$ cat src/rtl/io_cpx_outq.sv
// io_cpx_outq: outbound IO-to-CPX packet queue with per-destination credits.
// Buffers IO-bridge return packets in an in-order FIFO and issues each one as
// a one-cycle request mask on io_cpx_req_cq. The matching data beat follows on
// io_cpx_data_ca exactly one cycle later. A packet issues only when every
// destination it targets has fewer than MAX_OUT ungranted packets.
//
// Ports:
//   rclk, arst_l       clock and asynchronous active-low reset
//   enq_vld/dest/data  packet offer; accepted when enq_rdy is high
//   enq_rdy            queue not full
//   io_cpx_req_cq      registered request mask to the CPX
//   io_cpx_data_ca     registered data beat, one cycle after its request
//   cpx_io_grant_cx    per-destination grant pulses; each returns one credit
//   q_empty            FIFO holds no entries
//   grant_err          sticky: grant arrived on a destination with nothing outstanding
module io_cpx_outq #(
  parameter int unsigned WIDTH   = 145,
  parameter int unsigned DEPTH   = 4,
  parameter int unsigned MAX_OUT = 2
) (
  input  logic             rclk,
  input  logic             arst_l,
  input  logic             enq_vld,
  input  logic [7:0]       enq_dest,
  input  logic [WIDTH-1:0] enq_data,
  output logic             enq_rdy,
  output logic [7:0]       io_cpx_req_cq,
  output logic [WIDTH-1:0] io_cpx_data_ca,
  input  logic [7:0]       cpx_io_grant_cx,
  output logic             q_empty,
  output logic             grant_err
);

  localparam int unsigned NDEST = 8;
  localparam int unsigned AW    = $clog2(DEPTH);
  localparam int unsigned PW    = AW + 1;
  localparam int unsigned CNT_W = 2;

  // FIFO storage (payload is not reset; validity comes from the pointers)
  logic [NDEST-1:0] dest_mem [DEPTH];
  logic [WIDTH-1:0] data_mem [DEPTH];

  logic [PW-1:0]    wr_ptr_q, wr_ptr_d;
  logic [PW-1:0]    rd_ptr_q, rd_ptr_d;
  logic             full_q, full_d;
  logic             empty_q, empty_d;
  logic [CNT_W-1:0] cnt_q [NDEST];
  logic [CNT_W-1:0] cnt_d [NDEST];
  logic [NDEST-1:0] req_q, req_d;
  logic [WIDTH-1:0] stage_q, stage_d;
  logic [WIDTH-1:0] data_q, data_d;
  logic             issued_q, issued_d;
  logic             grant_err_q, grant_err_d;

  logic             enq_fire;
  logic             credit_ok;
  logic             issue;
  logic [NDEST-1:0] head_dest;
  logic [NDEST-1:0] issue_vec;
  logic [WIDTH-1:0] head_data;
  logic [AW-1:0]    wr_idx;
  logic [AW-1:0]    rd_idx;

  assign wr_idx = wr_ptr_q[AW-1:0];
  assign rd_idx = rd_ptr_q[AW-1:0];

  // Payload write port
  always_ff @(posedge rclk) begin
    if (enq_fire) begin
      dest_mem[wr_idx] <= enq_dest;
      data_mem[wr_idx] <= enq_data;
    end
  end

  // Issue decision, pointer update, credit accounting and output pipeline
  always_comb begin
    // A zero destination mask is dropped without touching the FIFO.
    enq_fire  = enq_vld & ~full_q & (|enq_dest);
    head_dest = dest_mem[rd_idx];
    head_data = data_mem[rd_idx];

    // Gate on registered counts only; same-cycle grants do not help.
    credit_ok = 1'b1;
    for (int i = 0; i < NDEST; i++) begin
      if (head_dest[i] && (cnt_q[i] >= CNT_W'(MAX_OUT))) begin
        credit_ok = 1'b0;
      end
    end
    issue     = ~empty_q & credit_ok;
    issue_vec = issue ? head_dest : '0;

    wr_ptr_d = wr_ptr_q + PW'(enq_fire);
    rd_ptr_d = rd_ptr_q + PW'(issue);
    empty_d  = (wr_ptr_d == rd_ptr_d);
    full_d   = (wr_ptr_d[AW] != rd_ptr_d[AW]) &&
               (wr_ptr_d[AW-1:0] == rd_ptr_d[AW-1:0]);

    // Issue and grant on the same bit cancel; a grant on an idle bit is an error.
    grant_err_d = grant_err_q;
    for (int i = 0; i < NDEST; i++) begin
      cnt_d[i] = cnt_q[i];
      if (issue_vec[i] && !cpx_io_grant_cx[i]) begin
        cnt_d[i] = cnt_q[i] + CNT_W'(1);
      end else if (!issue_vec[i] && cpx_io_grant_cx[i]) begin
        if (cnt_q[i] == '0) begin
          grant_err_d = 1'b1;
        end else begin
          cnt_d[i] = cnt_q[i] - CNT_W'(1);
        end
      end
    end

    // Request goes out the cycle after issue; data one cycle after that.
    req_d    = issue_vec;
    issued_d = issue;
    stage_d  = issue ? head_data : stage_q;
    data_d   = issued_q ? stage_q : '0;
  end

  // State registers
  always_ff @(posedge rclk or negedge arst_l) begin
    if (!arst_l) begin
      wr_ptr_q    <= '0;
      rd_ptr_q    <= '0;
      full_q      <= 1'b0;
      empty_q     <= 1'b1;
      req_q       <= '0;
      stage_q     <= '0;
      data_q      <= '0;
      issued_q    <= 1'b0;
      grant_err_q <= 1'b0;
      for (int i = 0; i < NDEST; i++) begin
        cnt_q[i] <= '0;
      end
    end else begin
      wr_ptr_q    <= wr_ptr_d;
      rd_ptr_q    <= rd_ptr_d;
      full_q      <= full_d;
      empty_q     <= empty_d;
      req_q       <= req_d;
      stage_q     <= stage_d;
      data_q      <= data_d;
      issued_q    <= issued_d;
      grant_err_q <= grant_err_d;
      for (int i = 0; i < NDEST; i++) begin
        cnt_q[i] <= cnt_d[i];
      end
    end
  end

  assign enq_rdy        = ~full_q;
  assign q_empty        = empty_q;
  assign io_cpx_req_cq  = req_q;
  assign io_cpx_data_ca = data_q;
  assign grant_err      = grant_err_q;

endmodule
$ cat config.mk
export PLATFORM = sky130hd
export DESIGN_NAME = io_cpx_outq
export DESIGN_NICKNAME = d
export VERILOG_FILES = /design/src/rtl/io_cpx_outq.sv
export SDC_FILE = /design/constraint.sdc
export NUM_CORES = 1
export LEC_CHECK = 0
export BUFFER_PORTS_ARGS = -buffer_cell sky130_fd_sc_hd__buf_4
export CAP_MARGIN = 0
export CORE_ASPECT_RATIO = 1.1
export CORE_UTILIZATION = 50
export DETAILED_ROUTE_END_ITERATION = 10
export GPL_TIMING_DRIVEN = 1
export PLACE_DENSITY = 0.77
export SKIP_LAST_GASP = 1
export SLEW_MARGIN = 0
export SYNTH_ARGS = -nofsm -noshare
export SYNTH_HDL_FRONTEND = slang
export SYNTH_SLANG_ARGS = --single-unit
$ cat constraint.sdc
create_clock -name rclk -period 19.3 [get_ports rclk]
set_input_delay 2.895 -clock rclk [delete_from_list [all_inputs] [get_ports rclk]]
set_output_delay 2.895 -clock rclk [all_outputs]
set_load 0.02 [all_outputs]
==> out/metrics.cfg, run 1 <==
[floorplanning]
ioPinCount = 320
initial_core_util_pct = 50.74
num_rows = 99
die_x_um = 249.9
die_height_um = 274.7
coreArea_um2 = 66640
die_area_um2 = 68670

[critical_path]
end_kind = register
crit_fanout = 65
r2r_start = rd_ptr_q[0]
cpPeakStageDelay_ps = 770
crit_path_frequent_cell = buf_4
cp.arrival_ps = 5510
cp_slowest_cell = nor3b_2
r2r_slack_ps = 14860
crit_type = in -> reg
start_kind = input port
r2r_cells = 7
cp_data_required_time_ps = 19540
crit_chain = buf_4 -> nor4_1 -> nand2_1 -> and3_1 -> nor3b_2 -> buf_4 -> buf_4
r2r-end = stage_q[88]

[outcome]
status = finished, final reports clean

[run]
drv_cap = 0

[sta]
maxClockFrequency_ghz = 0.1899
relSlewSlack_pct = 24.98
tns_ps = 0
hold_viol_final = 0
drv_slew = 0
rsz0062_at_grt = false
finClkSkew_ps = 23.32
worst-slew-pin-transition_ps = 1125
timing.final.crit_period_ps = 5266
finalCritPeriodShare_pct = 27.28
report.final.setup_viol = 0

[grt]
grt_pass1_vias = 16920
grt-ovfl-total = 0
grt_antenna_before_repair = 8
grt_first_pass_wirelength_mm = 100.8
track_usage_pct = 19.54
grt_max_degree = 147

[final_layout]
final_nets = 2159
stdcell_area_um2 = 40300
layout_commonest_cell = edfxtp_1
area_delta_synth_final_pct = 19.20
drive_above_1_share_pct = 35.74
layout_common_cells = 612 x edfxtp_1, 337 x buf_4, 320 x dfrtp_1, 152 x and2_1, 152 x mux4_2

[min_path]
min_from = stage_q[69]
hold-path-endpoint = stage_q[69]
hold_path_depth = 1
hp-class = reg -> reg

[placement]
portBuffers = 319
place_area_um2 = 37180
gp_congestion = 0.7587
dp_hpwl_mm = 38.79

[yosys]
syn_nets = 1795
ys_warn_count = 0
ys_ff_latch = 936
ys_types = 37
syn_avg_cell_area_um2 = 20.99
synthesis.area_um2 = 33810
ys_seq_area_share_pct = 78.34
syn_inst = 1611

[route]
dr_wl_met2_mm = 34.43
detail-route-antenna-nets = 0
wl_met3_mm = 3.602
met1_length_mm = 26.66
vias_per_cell = 5.417
routed_wl_mm = 66.37
first_pass_iters = 5
top_layer_used = met5
drc_errors = 0
routedWlPerCell_um = 22.78
first_iter_violations = 844
vias = 15780

[clock_tree]
htree_num_levels = 3
postCtsHoldBufs = 0
root_buffer = clkbuf_16
cts_made_buffers = 91
clock_path_buffers = 3
cts_resized = 0
insertion_delay_ps = 640
clk_pin_slew_ps = 60
cts.sinks = 936
postCtsSetupRepairBufs = 0
tritoncts = done

[power]
p_total_mw = 7.012
p_leak_nw = 15.19
power_density_nw_per_um2 = 174.0
ir_worst_vdd_v = 0.0001307

## logic make-up after synthesis
group | Yosys count | synth area share [%]
xor gates and xnor gates | 5 | 0.1295
buffers and inverters | 81 | 1.047
AOI/OAI and AO/OA | 34 | 0.6032
and+or+nand+nor | 236 | 4.126
adders and majority gates | 20 | 0.7401
DFF | 936 | 78.34
muxes | 299 | 15.02
## metal layers
layer | GRT usage, % | vias up
met5 | 0 | -
met4 | 6.555 | 12
met3 | 4.087 | 117
met2 | 33.58 | 423
met1 | 24.97 | 8281
li1 | - | 6947
## Yosys cell counts
cell | number | area, µm²
a211oi_2 | 1 | 12.51
a21o_1 | 1 | 7.510
a21oi_1 | 1 | 5.000
a22oi_1 | 3 | 22.52
a311o_1 | 1 | 10.01
a31oi_1 | 1 | 6.260
and2_1 | 152 | 950.9
and3_1 | 2 | 12.51
and3b_1 | 1 | 8.760
buf_1 | 11 | 41.29
buf_2 | 13 | 65.06
buf_4 | 5 | 37.54
buf_6 | 2 | 22.52
clkbuf_1 | 37 | 138.9
dfrtp_1 | 323 | 8083
dfstp_2 | 1 | 26.28
edfxtp_1 | 612 | 18380
ha_1 | 20 | 250.2
inv_1 | 13 | 48.80
mux2_1 | 57 | 641.9
mux2_2 | 89 | 1002
mux2i_1 | 1 | 10.01
mux4_2 | 152 | 3423
nand2_1 | 32 | 120.1
nand3_1 | 2 | 10.01
nor2_1 | 11 | 41.29
nor2b_1 | 15 | 93.84
nor3_1 | 2 | 10.01
nor3b_1 | 9 | 67.56
nor4_1 | 3 | 18.77
nor4b_1 | 7 | 61.31
o211a_1 | 1 | 10.01
o211ai_1 | 1 | 7.510
o21ai_0 | 23 | 115.1
o21bai_1 | 1 | 7.510
xnor2_1 | 4 | 35.03
xor2_1 | 1 | 8.760
## sequential cells by signal (all words and copies together), names as in the netlist
name            count
cnt_q              16
data_mem          580
dest_mem           32
full_q              1
grant_err           1
io_cpx_data_ca    145
io_cpx_req_cq       8
issued_q            1
q_empty             1
rd_ptr_q            3
stage_q           145
wr_ptr_q            3
## worst max path at each step
| stage | startpoint | to | slack (ps) | cells after the start |
|---|---|---|---|---|
| after floorplan | enq_dest[0] | data_mem[0][0] | 4130 | 4 |
| after global placement | enq_dest[0] | data_mem[0][92] | 13480 | 7 |
| after detailed placement | enq_dest[0] | data_mem[0][92] | 13340 | 7 |
| final | enq_dest[0] | data_mem[0][77] | 14030 | 7 |
| after CTS | enq_dest[0] | data_mem[0][98] | 14020 | 7 |
| after global routing | enq_dest[0] | data_mem[0][77] | 13870 | 7 |
## power breakdown
group / switching [mW] / internal (mW) / leakage [nW] / total [mW]
Clock: 0.738 / 1.07 / 1.53 / 1.81
Sequential: 0.278 / 2.77 / 9.51 / 3.05
Combinational: 1.09 / 1.06 / 4.14 / 2.15
## layout make-up
type | count | area [µm²]
antenna | 1 | 2.502
clock buffer | 128 | 2653
clock inverter | 44 | 462.9
fill | 4667 | 26340
inverter | 13 | 48.80
multi-input combinational | 594 | 6999
sequential | 936 | 26500
tap | 858 | 1074
timing repair buffer | 339 | 2565
## per-stage QoR
stage | hold WS (ps) | instances | utilization (%) | setup WS [ps]
after CTS | 473.3 | 2912 | 60.47 | 14020
after detailed placement | 465.8 | 2740 | 55.80 | 13340
after global routing | 486.0 | 2913 | 60.48 | 13870
after floorplan | 446.5 | 1611 | - | 4133
after global placement | 462.1 | 2740 | 55.80 | 13480
final | 476.0 | 2913 | 60.48 | 14030
## critical path, delay by kind of cell
kind,cells,cell delay (ps)
and+or+nand+nor,4,1180
buffers and inverters,3,1300
No activity file was read; power rests on OpenSTA's default activity.
==> run 2, diff against run 1 <==
- clock period: 19.3 -> 5.3 ns (I/O delays scaled with it)
==> run 2 against run 1 <==
Core utilization rose by 0.15 points. Hold slack got worse by 240 ps. Cell count barely moved. Critical endpoint is now grant_err. Highest routed layer unchanged.
==> out/metrics.cfg, run 2 (same netlist as run 1, synthesis figures left out) <==
[outcome]
status = finished, final reports clean

[floorplanning]
initial_core_util_pct = 50.74  ; unchanged
die_x_um = 249.9  ; unchanged
die_height_um = 274.7  ; unchanged
die_area_um2 = 68670  ; unchanged
ioPinCount = 320  ; unchanged
num_rows = 99  ; unchanged
coreArea_um2 = 66640  ; unchanged

[placement]
gp_congestion = 0.7583  ; about the same
dp_hpwl_mm = 37.92  ; -2.2%
portBuffers = 319  ; unchanged
place_area_um2 = 37340  ; +0.41%
dp_slack_ps = 1250  ; -12090 ps

[grt]
grt_pass1_vias = 17680  ; +4.5%
grt_antenna_before_repair = 10  ; +2
grt_max_degree = 109  ; -26%
grt-ovfl-total = 0  ; unchanged
track_usage_pct = 20.09  ; +0.55 points
grt_first_pass_wirelength_mm = 104.2  ; +3.4%

[critical_path]
r2r_start = rd_ptr_q[0]
cp-startpoint = rd_ptr_q[0]
crit_fanout = 44  ; -32%
crit_buf_inv = 0  ; -3
cpPeakStageDelay_ps = 1010  ; +240 ps
cp_top_family = flip-flops
r2r_slack_ps = 1300  ; -13560 ps
cp.depth = 9  ; +2
r2r-end = grant_err
r2r_cells = 9  ; +2
crit_path_frequent_cell = nand3_1
crit_chain = mux4_2 -> a22oi_1 -> nand3_1 -> a211oi_4 -> and2_1 -> ha_1 -> nor4b_1 -> nor3_1 -> nand3_1
cp-endpoint = grant_err
cp.arrival_ps = 4490  ; -1020 ps
crit_type = reg -> reg
cp_slowest_cell = dfrtp_4
start_kind = register
end_kind = register
cp_data_required_time_ps = 5790  ; -13750 ps

[power]
p_leak_nw = 15.21  ; +0.12%
power_density_nw_per_um2 = 633.5  ; +260%
ir_worst_vdd_v = 0.0006179  ; +370%

[route]
first_iter_violations = 886  ; +5.0%
drc_errors = 0  ; unchanged
routed_wl_mm = 67.15  ; +1.2%
vias_per_cell = 5.486  ; +1.3%
detail-route-antenna-nets = 0  ; unchanged
routedWlPerCell_um = 23.06  ; +1.2%
vias = 15980  ; +1.2%
first_pass_iters = 4  ; -1

[final_layout]
fillers = 4682  ; +0.32%
stdcell_area_um2 = 40400  ; +0.25%
multi_input_area_um2 = 7032  ; +0.46%
final_nets = 2159  ; unchanged
largest_reg_flops = 580  ; unchanged
regMostFlops = data_mem
register_area_um2 = 26500  ; unchanged
layout_commonest_cell = edfxtp_1
drive_above_1_share_pct = 36.21  ; +0.47 points
layout_common_cells = 612 x edfxtp_1, 329 x buf_4, 320 x dfrtp_1, 152 x and2_1, 152 x mux4_2
area_delta_synth_final_pct = 19.50

[clock_tree]
cts_made_buffers = 90  ; -1.1%
cts_resized = 0  ; unchanged
root_buffer = clkbuf_16
tritoncts = done
postCtsHoldBufs = 0  ; unchanged
cts.sinks = 936  ; unchanged
insertion_delay_ps = 630  ; about the same
clock_path_buffers = 3  ; unchanged
clk_pin_slew_ps = 60  ; about the same
postCtsSetupRepairBufs = 0  ; unchanged
htree_num_levels = 3  ; unchanged

[sta]
worst-slew-pin-transition_ps = 1123  ; -2.429 ps
finalCritPeriodShare_pct = 75.45
report.final.setup_viol = 0  ; unchanged
maxClockFrequency_ghz = 0.2501
worst_slack_ps = 1301  ; -12730 ps
hold_viol_final = 0  ; unchanged
relSlewSlack_pct = 25.15  ; +0.16 points
rsz0062_at_grt = false
finClkSkew_ps = 20.60  ; -2.719 ps
timing.final.crit_period_ps = 3999
drv_slew = 0  ; unchanged

[min_path]
hp-class = in -> async

[run]
drv_cap = 0  ; unchanged

-- run 2: changes by cell type in the layout (fill, tap and decap cells not counted), sizes merged --
cell / previous run / this run
clkbuf: 128 / 111
clkinv: 27 / 37
bufinv: 8 / 11
clkinvlp: 3 / 6
inv: 19 / 17
buf: 339 / 340
diode: 1 / 2
-- run 2: layout make-up --
| type | count | share of cell area (%) |
|---|---|---|
| Antenna cell | 2 | 0.01239 |
| Clock buffer | 111 | 5.998 |
| Clock inverter | 58 | 1.579 |
| Inverter | 13 | 0.1208 |
| Multi-Input combinational cell | 594 | 17.40 |
| Sequential cell | 936 | 65.58 |
| Tap cell | 858 | 2.657 |
| Timing Repair Buffer | 340 | 6.646 |
-- run 2: worst min-delay path by stage --
stage,slack (ps),end,cells after the start,start
after floorplan,450,wr_ptr_q[2],1,wr_ptr_q[2]
after global placement,460,stage_q[106],1,stage_q[106]
after detailed placement,460,io_cpx_data_ca[106],1,stage_q[106]
after CTS,270,io_cpx_data_ca[72],1,arst_l
after global routing,310,io_cpx_data_ca[72],1,arst_l
final,240,io_cpx_data_ca[71],1,arst_l
-- run 2: power breakdown --
part           switching [mW]  internal (mW)
sequential               1.03           10.1
clock                    2.70           3.82
combinational            4.03           3.94
total                    7.76           17.8
-- run 2: through the flow --
stage                     power (mW)  instances  setup TNS [ps]  utilization (%)  hold WS (ps)
after floorplan                16.60       1611          -15370                -         446.5
after global placement         18.97       2741               0            56.03         459.4
after detailed placement       19.33       2741               0            56.03         464.0
after CTS                      25.91       2910               0            60.62         268.3
after global routing           26.88       2912               0            60.63         308.4
final                          25.60       2912               0            60.63         235.3
-- run 2: worst register-to-register path, stage by stage, from the launching register on --
cell      delay [ps]
dfrtp_4         1010
mux4_2           650
a22oi_1          230
nand3_1          160
a211oi_4         780
and2_1           270
ha_1             240
nor4b_1           70
nor3_1           330
nand3_1          120
-- run 2: per-layer routing --
layer	up-vias	GRT usage, %	wire length (µm)
li1	6926	-	-
met3	124	4.456	3736
met2	416	34.61	34810
met1	8495	25.50	26960
met5	-	0	96
met4	14	6.571	1533
